`config.mk`:
```
export PLATFORM = sky130hd
export DESIGN_NAME = twiddle_mult_pipe
export DESIGN_NICKNAME = d
export VERILOG_FILES = /design/src/rtl/fft_pkg.sv /design/src/rtl/tw_mul_reg.sv /design/src/rtl/twiddle_mult_pipe.sv
export SDC_FILE = /design/constraint.sdc
export NUM_CORES = 1
export LEC_CHECK = 0
export BUFFER_PORTS_ARGS = -buffer_cell sky130_fd_sc_hd__buf_2
export CORE_MARGIN = 3
export CORE_UTILIZATION = 50
export CTS_CLUSTER_DIAMETER = 40
export DETAILED_ROUTE_END_ITERATION = 6
export PLACE_DENSITY = 0.67
export SLEW_MARGIN = 0
export SYNTH_ARGS = -nofsm -noshare
export SYNTH_HDL_FRONTEND = slang
export SYNTH_SLANG_ARGS = --single-unit
```
`constraint.sdc`:
```
create_clock -name clk -period 5.5 [get_ports clk]
set_input_delay 0.825 -clock clk [delete_from_list [all_inputs] [get_ports clk]]
set_output_delay 0.825 -clock clk [all_outputs]
set_load 0.01 [all_outputs]
```
`src/rtl/fft_pkg.sv`:
```
// Shared FFT datapath definitions: default widths, derived-width helpers and
// the saturation function used by the twiddle multiplier and butterfly adders.
package fft_pkg;

    localparam int DW_DEF = 8;
    localparam int TW_DEF = 8;

    function automatic int prod_w(input int dw, input int tw);
        return dw + tw + 1;
    endfunction

    function automatic int sum_w(input int dw, input int tw);
        return dw + tw + 2;
    endfunction

    function automatic int rnd_const(input int tw);
        return 1 << (tw - 2);
    endfunction

    // Clamp v to a w-bit signed range; ovf reports whether clamping happened.
    function automatic logic signed [63:0] saturate(input logic signed [63:0] v,
                                                    input int w, output logic ovf);
        logic signed [63:0] hi, lo;
        hi  = (64'sd1 <<< (w - 1)) - 64'sd1;
        lo  = -hi - 64'sd1;
        ovf = 1'b0;
        if (v > hi) begin
            ovf = 1'b1;
            return hi;
        end
        if (v < lo) begin
            ovf = 1'b1;
            return lo;
        end
        return v;
    endfunction

endpackage

```
`src/rtl/tw_mul_reg.sv`:
```
// Signed multiplier with registered product and clock enable; no reset so it
// folds into a DSP/mult primitive's output register.
module tw_mul_reg #(
    parameter int AW = 8,
    parameter int BW = 9
) (
    input  logic                    clk,
    input  logic                    en,
    input  logic signed [AW-1:0]    a,
    input  logic signed [BW-1:0]    b,
    output logic signed [AW+BW-1:0] p
);
    localparam int PW = AW + BW;

    always_ff @(posedge clk) begin
        if (en) p <= PW'(a) * PW'(b);
    end

endmodule

```
`src/rtl/twiddle_mult_pipe.sv`:
```
// Three-stage complex twiddle multiplier: pre-add, 3 real multiplies, post-add
// with round-half-up and saturation. Whole pipe stalls on output backpressure.
module twiddle_mult_pipe import fft_pkg::*; #(
    parameter int DW = DW_DEF,
    parameter int TW = TW_DEF
) (
    input  logic                 clk,
    input  logic                 rst_n,
    input  logic                 i_valid,
    output logic                 o_in_ready,
    input  logic signed [DW-1:0] i_x,
    input  logic signed [DW-1:0] i_y,
    input  logic signed [TW-1:0] i_c,
    input  logic signed [TW-1:0] i_s,
    input  logic                 i_inverse,
    output logic                 o_valid,
    input  logic                 i_ready,
    output logic signed [DW-1:0] o_re,
    output logic signed [DW-1:0] o_im,
    output logic                 o_ovf
);
    localparam int STAGES = 3;
    localparam int PW     = prod_w(DW, TW);
    localparam int SW     = sum_w(DW, TW);
    localparam logic signed [SW-1:0] RND = SW'(rnd_const(TW));

    logic              en;
    logic [STAGES:1]   vld_pipe;

    assign en         = !o_valid || i_ready;
    assign o_in_ready = en;
    assign o_valid    = vld_pipe[STAGES];

    // Stage 1: one extra bit everywhere so -(-2^(TW-1)) and the sums cannot wrap
    logic signed [TW:0] s_ext, s_sel, c_ext, cps, cms;
    logic signed [DW:0] dxy;

    always_comb begin
        s_ext = {i_s[TW-1], i_s};
        c_ext = {i_c[TW-1], i_c};
        s_sel = i_inverse ? -s_ext : s_ext;
        cps   = c_ext + s_sel;
        cms   = c_ext - s_sel;
        dxy   = {i_x[DW-1], i_x} - {i_y[DW-1], i_y};
    end

    logic signed [DW-1:0] s1_x, s1_y;
    logic signed [TW-1:0] s1_c;
    logic signed [TW:0]   s1_cps, s1_cms;
    logic signed [DW:0]   s1_dxy;

    always_ff @(posedge clk) begin
        if (en) begin
            s1_x   <= i_x;
            s1_y   <= i_y;
            s1_c   <= i_c;
            s1_cps <= cps;
            s1_cms <= cms;
            s1_dxy <= dxy;
        end
    end

    // Stage 2: pr = y(c-s'), pi = x(c+s'), pz = c(x-y)
    logic signed [PW-1:0] pr, pi, pz;

    tw_mul_reg #(.AW(DW), .BW(TW + 1)) u_mul_r (
        .clk(clk), .en(en), .a(s1_y), .b(s1_cms), .p(pr)
    );
    tw_mul_reg #(.AW(DW), .BW(TW + 1)) u_mul_i (
        .clk(clk), .en(en), .a(s1_x), .b(s1_cps), .p(pi)
    );
    tw_mul_reg #(.AW(TW), .BW(DW + 1)) u_mul_z (
        .clk(clk), .en(en), .a(s1_c), .b(s1_dxy), .p(pz)
    );

    // Stage 3: post-add, round half up, saturate
    logic signed [SW-1:0] re_sum, im_sum, re_t, im_t;
    logic signed [DW-1:0] re_n, im_n;
    logic                 re_ovf, im_ovf;

    always_comb begin
        re_sum = SW'(pr) + SW'(pz);
        im_sum = SW'(pi) - SW'(pz);
        re_t   = (re_sum + RND) >>> (TW - 1);
        im_t   = (im_sum + RND) >>> (TW - 1);
        re_ovf = 1'b0;
        im_ovf = 1'b0;
        re_n   = DW'(saturate(64'(re_t), DW, re_ovf));
        im_n   = DW'(saturate(64'(im_t), DW, im_ovf));
    end

    always_ff @(posedge clk or negedge rst_n) begin
        if (!rst_n) begin
            vld_pipe <= '0;
            o_re     <= '0;
            o_im     <= '0;
            o_ovf    <= 1'b0;
        end else if (en) begin
            vld_pipe <= {vld_pipe[STAGES-1:1], i_valid};
            o_re     <= re_n;
            o_im     <= im_n;
            o_ovf    <= re_ovf | im_ovf;
        end
    end

endmodule

```
==> results of run 1 <==
synth_stat cells (all sizes together) (4+ instances only):
library cell and number:
dfrtp 20, clkbuf 12, nand2b 14, nor2b 13, o21a 4, nand3 12, nand2 98, fa 186
a31oi 11, a21oi 37, a21boi 9, nor3 12, xnor2 79, o211ai 4, nor2 85, o41ai 6
ha 180, o31ai 7, xor2 14, o21bai 11, and2 127, inv 319, edfxtp 101, or2 5
o21ai 28, a21o 14
flip-flops by register name, indices dropped and copies added, names as in the netlist:
register / cells
u_mul_i.p: 17
o_re: 8
o_im: 8
s1_y: 8
o_ovf: 1
s1_cms: 8
u_mul_r.p: 17
s1_c: 8
s1_cps: 9
s1_dxy: 9
u_mul_z.p: 17
vld_pipe: 3
s1_x: 8
metal layers:
layer	wire (µm)	global-route usage, %	vias to the layer above	share of wire (%)
li1	-	-	4736	-
met1	14000	28.8	4651	48
met2	13200	31.3	235	45
met3	1350	2.66	32	4.6
met4	509	5.14	0	1.7
met5	0	0	-	0
cells by family after synthesis:
group | share of synthesized area [%]
multiplexers | 0.145
AND/OR/NAND/NOR | 13.2
adder cells (fa/ha/maj) | 40.8
buffers and inverters | 8.64
XOR/XNOR | 5.61
flip-flops | 24.1
AO/OA/AOI/OAI | 7.52
through the flow:
| stage | area (µm²) | instances |
|---|---|---|
| floorplan | 14700 | 1456 |
| global placement | 15400 | 1881 |
| detailed placement | 15400 | 1881 |
| CTS | 16000 | 1912 |
| global route | 16000 | 1912 |
| finish | 16000 | 1912 |
worst max-delay path: stages, from the launching register on:
cell      delay (ns)
edfxtp_1        0.55
nand2b_1        0.24
fa_1            0.51
fa_1            0.54
inv_1           0.06
fa_1            0.53
inv_1           0.05
fa_1            0.52
inv_1           0.04
ha_1            0.33
o21ai_0         0.13
a21boi_1        0.12
o21ai_0         0.22
a21oi_1         0.13
a41o_1          0.27
o41a_1          0.32
xnor2_1         0.13
area by class of cell:
class                      instances  area (µm²)
fill                            2552       12800
tap                              384         480
sequential                       121        3530
clock buffer                      21         440
multi-input combinational        999        9850
inverter                         321        1210
timing repair buffer              56         283
clock inverter                    10         151
worst min-delay path by stage:
| stage | end | depth (start not counted) |
|---|---|---|
| floorplan | vld_pipe[2]$_DFFE_PN0P_ | 2 |
| global placement | vld_pipe[2]$_DFFE_PN0P_ | 2 |
| detailed placement | vld_pipe[2]$_DFFE_PN0P_ | 2 |
| CTS | o_im[0]$_DFFE_PN0P_ | 1 |
| global route | o_im[5]$_DFFE_PN0P_ | 1 |
| finish | o_im[0]$_DFFE_PN0P_ | 1 |
==> reports/results.txt, run 1 <==
Status: completed
CORE AREA: 0.0288 mm²
Gr usage total: 19.8%
Vias: 9,654
Die area: 0.0314 mm²
CTS tree: done
Critical path type: reg -> reg
Largest area contributor in the netlist: fa_1
Synthesized instance count: 1,456
Yosys warns: 0
Dpl hpwl: 24,100 µm
Area Growth Syn to Fin: 8.85%
Gr ovfl total: 0
Reg2reg path depth: 16
Synthesized cell area: 0.0147 mm²
Worst-Skew Late Latency: 0.42 ns
Yosys reg bits: 121
DR iter-0 viols: 519
Drt wl/cell: 15.2 µm
Max cap viols: 0
Largest net degree at the start of global routing: 74
Fin Setup TNS: 0 ns
Total CTS buffers: 17
Fin util: 55.4%
Post-Syn Nets: 1,859
Worst Path Required: 5.65 ns
Commonest cells after routing, fill and taps aside: 318 x inv_1, 186 x fa_1, 180 x ha_1
Detail Route Antenna Nets: 0
IO Pins: 56
Crit path launch type: register
Row count: 62
Min Tclk post-route: 4.95 ns
Worst-margin pin slew: 0.805 ns
Post-cts hold buffer count: 0
Reg-to-reg startpoint: s1_cps[0]$_DFFE_PP_
TritonRoute pass-1 iters: 5
Post-CTS sizing: 0
H-tree Lvls: 4
WHS: 0.343 ns
Drt total wl: 29,100 µm
Worst-path maximum fanout: 16
Most common cell after layout, fill and taps aside: inv_1
Vert. Die Dim: 177 µm
Die W: 177 µm
Max-slew violations: 0
FF-to-FF End: u_mul_i.p[16]$_DFFE_PP_
Worst Setup EP: u_mul_i.p[16]$_DFFE_PP_
CTS Sinks: 121
Predominant post-synthesis flop cell: edfxtp_1
Final Cycle Share: 90.0%
Initial Util: 50.9%
Hold crit path type: in -> async
Initial antenna violation count: 0
Critical Path AT: 5.10 ns
Max_slew headroom: 46.3%
Seq/Total Area, Yosys: 24.1%
Async SR Flop Fraction: 16.5%
I/O Buffers: 55
Setup Slack @ Placement: 0.569 ns
Crit end category: register
Worst Setup SP: s1_cps[0]$_DFFE_PP_
Vias in the first global route: 9,566
Reg2Reg Setup Slack: 0.55 ns
First-pass GRT wire length: 49,100 µm
Root Buffer: clkbuf_16
Top post-synthesis cells by area: fa_1 25%, edfxtp_1 21%, ha_1 15%, inv_1 8.2%, and2_1 5.4%
Final WS setup: 0.548 ns
Final setup violation count: 0
Vias per std cell: 5.05
Final nets: 1,919
Yosys cell types: 67
Fmax: 202 MHz
Share of layout cells above drive strength 1: 6.74%
Number of setup buffers added after CTS: 0
Clock Pin Slew Worst Setup and Hold Paths: 0.06 ns
Clk_skew: 0.0127 ns
Drt drc: 0
EDFF count, synth: 101
Syn avg cell area: 10.1 µm²
Routability Congestion: 0.850
Clk buf depth: 2
Number of inserted diodes: 0
RSZ-0062 raised after global routing: no
Synth top area share: 25.4%
Final Hold Vio Count: 0
Power of run 1 is not shown: default switching activity piles up to over one toggle a cycle in this logic, so the estimate is an artifact.
==> run 2, diff against run 1 <==
PLACE_DENSITY = default   (was 0.67)
PLACE_DENSITY_LB_ADDON = 0.12   (was default)
==> reports/results.txt, run 2 (synthesis results as in run 1) <==
Slowest stage delay, CP: 0.56 ns (about the same)
Most common cell after layout, fill and taps aside: inv_1
CORE AREA: 0.0288 mm² (unchanged)
Post-cts hold buffer count: 0 (unchanged)
Clk buf depth: 2 (unchanged)
Row count: 62 (unchanged)
Number of inserted diodes: 0 (unchanged)
Die area: 0.0314 mm² (unchanged)
Detail Route Antenna Nets: 0 (unchanged)
Number of setup buffers added after CTS: 0 (unchanged)
Share of layout cells above drive strength 1: 6.93% (+0.19 points)
Hold crit path type: in -> async
Drt drc: 0 (unchanged)
Area Growth Syn to Fin: 8.86% (about the same)
Root Buffer: clkbuf_16
CTS tree: done
Fin Setup TNS: 0 ns (unchanged)
Largest regs: u_mul_i.p (17), u_mul_r.p (17), u_mul_z.p (17)
RSZ-0062 raised after global routing: no
Initial antenna violation count: 0 (unchanged)
Worst path most repeated cell: fa_1
Min Tclk post-route: 4.94 ns (-0.0126 ns)
Fmax: 202 MHz (+0.26%)
Clock Pin Slew Worst Setup and Hold Paths: 0.06 ns (about the same)
Reg2Reg Setup Slack: 0.56 ns (about the same)
FF-to-FF End: u_mul_i.p[16]$_DFFE_PP_
TritonRoute pass-1 iters: 5 (unchanged)
Register area: 0.00353 mm² (unchanged)
Commonest cells after routing, fill and taps aside: 318 x inv_1, 186 x fa_1, 180 x ha_1
Critical-path cell list: nand2b_1, fa_1, fa_1, inv_1, fa_1, inv_1, fa_1, inv_1, ha_1, o21ai_0, a21boi_1, o21ai_0, a21oi_1, a41o_1, o41a_1, xnor2_1
Gr ovfl total: 0 (unchanged)
Routability Congestion: 0.835 (-1.8%)
Dpl hpwl: 25,000 µm (+3.4%)
Worst-path maximum fanout: 16 (unchanged)
Slowest cell on crit path: edfxtp_1
CTS Sinks: 121 (unchanged)
Buf/Inv on CP: 3 (unchanged)
Largest net degree at the start of global routing: 77 (+4.1%)
Final setup violation count: 0 (unchanged)
Worst Path Required: 5.66 ns (about the same)
Worst-Skew Late Latency: 0.42 ns (about the same)
Multi-input gate area: 0.00985 mm² (unchanged)
Status: completed
Vias per std cell: 4.99 (-1.1%)
IO Pins: 56 (unchanged)
Drt wl/cell: 15.7 µm (+2.8%)
Max cap viols: 0 (unchanged)
Vias in the first global route: 9,614 (+0.50%)
Drt total wl: 30,000 µm (+2.8%)
Vias: 9,555 (-1.0%)
Worst-margin pin slew: 0.858 ns (+0.0529 ns)
Reg-to-reg startpoint: s1_cps[0]$_DFFE_PP_
Max-slew violations: 0 (unchanged)
Final Hold Vio Count: 0 (unchanged)
Post-CTS sizing: 0 (unchanged)
Initial Util: 50.9% (unchanged)
Final Cycle Share: 89.8% (-0.23 points)
I/O Buffers: 55 (unchanged)
Reg2reg path depth: 16 (unchanged)
# fillers: 2,603 (+2.0%)
Max_slew headroom: 42.8% (-3.5 points)
Die W: 177 µm (unchanged)
DR iter-0 viols: 506 (-2.5%)
Critical path type: reg -> reg
Final nets: 1,919 (unchanged)
Crit path launch type: register
H-tree Lvls: 4 (unchanged)
Crit-path leading delay family: adder cells
Total CTS buffers: 17 (unchanged)
First-pass GRT wire length: 49,900 µm (+1.6%)
Crit end category: register
Clk_skew: 0.00908 ns (-0.00364 ns)
Critical Path AT: 5.10 ns (about the same)
Gr usage total: 20.4% (+0.58 points)
Vert. Die Dim: 177 µm (unchanged)
-- run 2: cell count changes in the layout (fill, tap and decap cells not counted) --
| cell | change |
|---|---|
| bufinv_16 | -4 |
| clkbuf_1 | -1 |
| clkbuf_16 | +3 |
| clkbuf_8 | +4 |
| clkinv_1 | -1 |
-- run 2: layout make-up --
cell class | instances | share of cell area (%)
Multi-Input combinational cell | 999 | 61.8
Timing Repair Buffer | 56 | 1.77
Clock buffer | 27 | 3.55
Sequential cell | 121 | 22.1
Tap cell | 384 | 3.01
Clock inverter | 5 | 0.173
Inverter | 321 | 7.57
-- run 2: worst max-delay path by stage --
| stage | startpoint | endpoint | slack [ns] | cells after the start |
|---|---|---|---|---|
| floorplan | i_ready | o_in_ready | 0.51 | 4 |
| CTS | s1_cps[0]$_DFFE_PP_ | u_mul_i.p[16]$_DFFE_PP_ | 0.54 | 16 |
| global placement | s1_cps[0]$_DFFE_PP_ | u_mul_i.p[16]$_DFFE_PP_ | 0.65 | 16 |
| global route | s1_cps[0]$_DFFE_PP_ | u_mul_i.p[16]$_DFFE_PP_ | 0.23 | 16 |
| finish | s1_cps[0]$_DFFE_PP_ | u_mul_i.p[16]$_DFFE_PP_ | 0.56 | 16 |
| detailed placement | s1_cps[0]$_DFFE_PP_ | u_mul_i.p[16]$_DFFE_PP_ | 0.56 | 16 |
-- run 2: routing by layer --
| metal | wire, µm | GRT usage, % | vias up |
|---|---|---|---|
| met2 | 13500 | 31.9 | 204 |
| met5 | 0 | 0 | - |
| li1 | - | - | 4740 |
| met1 | 14600 | 29.7 | 4578 |
| met4 | 482 | 5.07 | 0 |
| met3 | 1400 | 3.43 | 33 |
-- run 2: stage by stage --
stage / util [%] / hold WS, ns / setup WS [ns] / cell area (µm²) / std cells
after floorplan: - / 0.430 / 0.508 / 14700 / 1456
after global placement: 53.4 / 0.442 / 0.647 / 15400 / 1881
after detailed placement: 53.4 / 0.444 / 0.557 / 15400 / 1881
after CTS: 55.4 / 0.326 / 0.540 / 16000 / 1913
after global routing: 55.4 / 0.357 / 0.234 / 16000 / 1913
final: 55.4 / 0.335 / 0.561 / 16000 / 1913
Power of run 2 is left out for the same reason.
==> run 3, diff against run 2 <==
GPL_TIMING_DRIVEN = 1   (was default)
clock period = 4.4 ns   (was 5.5 ns; I/O delays follow)
==> reports/results.txt, run 3 (synthesis results as in run 1) <==
Worst path most repeated cell: buf_4
Worst-path maximum fanout: 5 (-11)
Failing checks: negative setup slack
Largest net degree at the start of global routing: 54 (-30%)
Die area: 0.0314 mm² (unchanged)
Gr usage total: 21.5% (+1.2 points)
Worst-Skew Late Latency: 0.42 ns (about the same)
Most common cell after layout, fill and taps aside: inv_1
Clock Pin Slew Worst Setup and Hold Paths: 0.06 ns (about the same)
Reg2Reg Setup Slack: -0.17 ns (-0.73 ns)
Routability Congestion: 0.904 (+8.3%)
Critical-path cell list: buf_4, buf_4, and2_4, fa_2, fa_2, fa_1, inv_1, fa_1, inv_2, ha_4, buf_4, nor2_2, a21oi_2, a41o_1, o41a_1, xnor2_1
Detail Route Antenna Nets: 0 (unchanged)
Worst-margin pin slew: 0.671 ns (-0.186 ns)
WHS: 0.174 ns (-0.160 ns)
Slowest stage delay, CP: 0.59 ns (+0.03 ns)
Vert. Die Dim: 177 µm (unchanged)
Clk_skew: 0.0126 ns (+0.00352 ns)
Crit-path leading delay family: adder cells
Vias: 10,200 (+6.5%)
Dpl cells: 1,996 (+6.1%)
Initial antenna violation count: 0 (unchanged)
Final Hold Vio Count: 0 (unchanged)
Commonest cells after routing, fill and taps aside: 296 x inv_1, 175 x fa_1, 163 x ha_1
Fmax: 219 MHz (+8.2%)
Min Tclk post-route: 4.57 ns (-0.374 ns)
Crit path launch type: register
H-tree Lvls: 4 (unchanged)
Root Buffer: clkbuf_16
Finished Layout Cells: 2,067 (+8.1%)
Buf/Inv on CP: 5 (+2)
CTS Sinks: 121 (unchanged)
TritonRoute pass-1 iters: 5 (unchanged)
Max-slew violations: 0 (unchanged)
Gr ovfl total: 0 (unchanged)
Critical path type: reg -> reg
Die W: 177 µm (unchanged)
Number of inserted diodes: 0 (unchanged)
Max cap viols: 0 (unchanged)
Drt drc: 0 (unchanged)
Dpl hpwl: 26,900 µm (+7.9%)
CORE AREA: 0.0288 mm² (unchanged)
Area Growth Syn to Fin: 20.6%
Status: finished with violations
Post-cts hold buffer count: 0 (unchanged)
Vias per std cell: 4.92 (-1.4%)
DR iter-0 viols: 431 (-15%)
Clk buf depth: 2 (unchanged)
Final WS setup: -0.165 ns (-0.726 ns)
Final nets: 2,073 (+8.0%)
Largest regs: u_mul_i.p (17), u_mul_r.p (17), u_mul_z.p (17)
Hold crit path type: in -> async
RSZ-0062 raised after global routing: yes
Final Cycle Share: 104% (+14 points)
First-pass GRT wire length: 53,100 µm (+6.3%)
I/O Buffers: 55 (unchanged)
Initial Util: 50.9% (unchanged)
Max_slew headroom: 55.2% (+12 points)
Share of layout cells above drive strength 1: 22.2% (+15 points)
Vias in the first global route: 10,500 (+9.2%)
Total CTS buffers: 17 (unchanged)
Row count: 62 (unchanged)
Critical Path AT: 4.74 ns (-0.36 ns)
Drt wl/cell: 15.7 µm (+0.26%)
Worst Path Required: 4.57 ns (-1.09 ns)
Drt total wl: 32,400 µm (+8.3%)
Slowest cell on crit path: fa_2
IO Pins: 56 (unchanged)
CTS tree: done
Final setup violation count: 4 (+4)
# fillers: 2,411 (-7.4%)
Crit end category: register
[run 3: worst paths after layout]
check	from	end	depth (start not counted)
min in group clk	i_y[5]	s1_y[5]$_DFFE_PP_	1
max	s1_cps[3]$_DFFE_PP_	u_mul_i.p[16]$_DFFE_PP_	16
min reg2reg	vld_pipe[2]$_DFFE_PN0P_	vld_pipe[3]$_DFFE_PN0P_	1
max in group asynchronous	rst_n	vld_pipe[2]$_DFFE_PN0P_	1
max reg2reg	s1_cps[3]$_DFFE_PP_	u_mul_i.p[16]$_DFFE_PP_	16
min	rst_n	o_im[4]$_DFFE_PN0P_	1
[run 3: final cells by class]
| type | count | area, µm² | share of cell area [%] |
|---|---|---|---|
| Multi-Input combinational cell | 999 | 10300 | 58.6 |
| Timing Repair Buffer | 210 | 1520 | 8.60 |
| Clock buffer | 18 | 439 | 2.49 |
| Clock inverter | 14 | 138 | 0.779 |
| Inverter | 321 | 1210 | 6.84 |
| Sequential cell | 121 | 3530 | 20.0 |
| Tap cell | 384 | 480 | 2.72 |
[run 3: repair_timing]
item,CTS,global route
endpoints found under the hold margin,0,0
gates resized for setup,63,90
pin swaps,41,72
setup endpoints to repair,11,16
buffers inserted,21,18
[run 3: stage by stage]
stage	worst slack (ns)	TNS, ns	area [µm²]	util [%]
after floorplan	0.00478	0	14700	-
after global placement	-0.155	-0.705	16200	56.4
after detailed placement	-0.298	-1.18	16200	56.4
after CTS	-0.0783	-0.194	17200	59.8
after global routing	-0.292	-1.55	17700	61.4
final	-0.165	-0.328	17700	61.4
[run 3: metal layers]
layer	wire length (µm)	vias to the layer above	track usage [%]	part of all wire, %
met5	0	-	0	0
met4	656	0	5.83	2.0
met3	1230	33	3.30	3.8
met2	14900	186	34.2	46
met1	15700	4905	30.9	48
li1	-	5053	-	-
Power of run 3 is left out for the same reason.
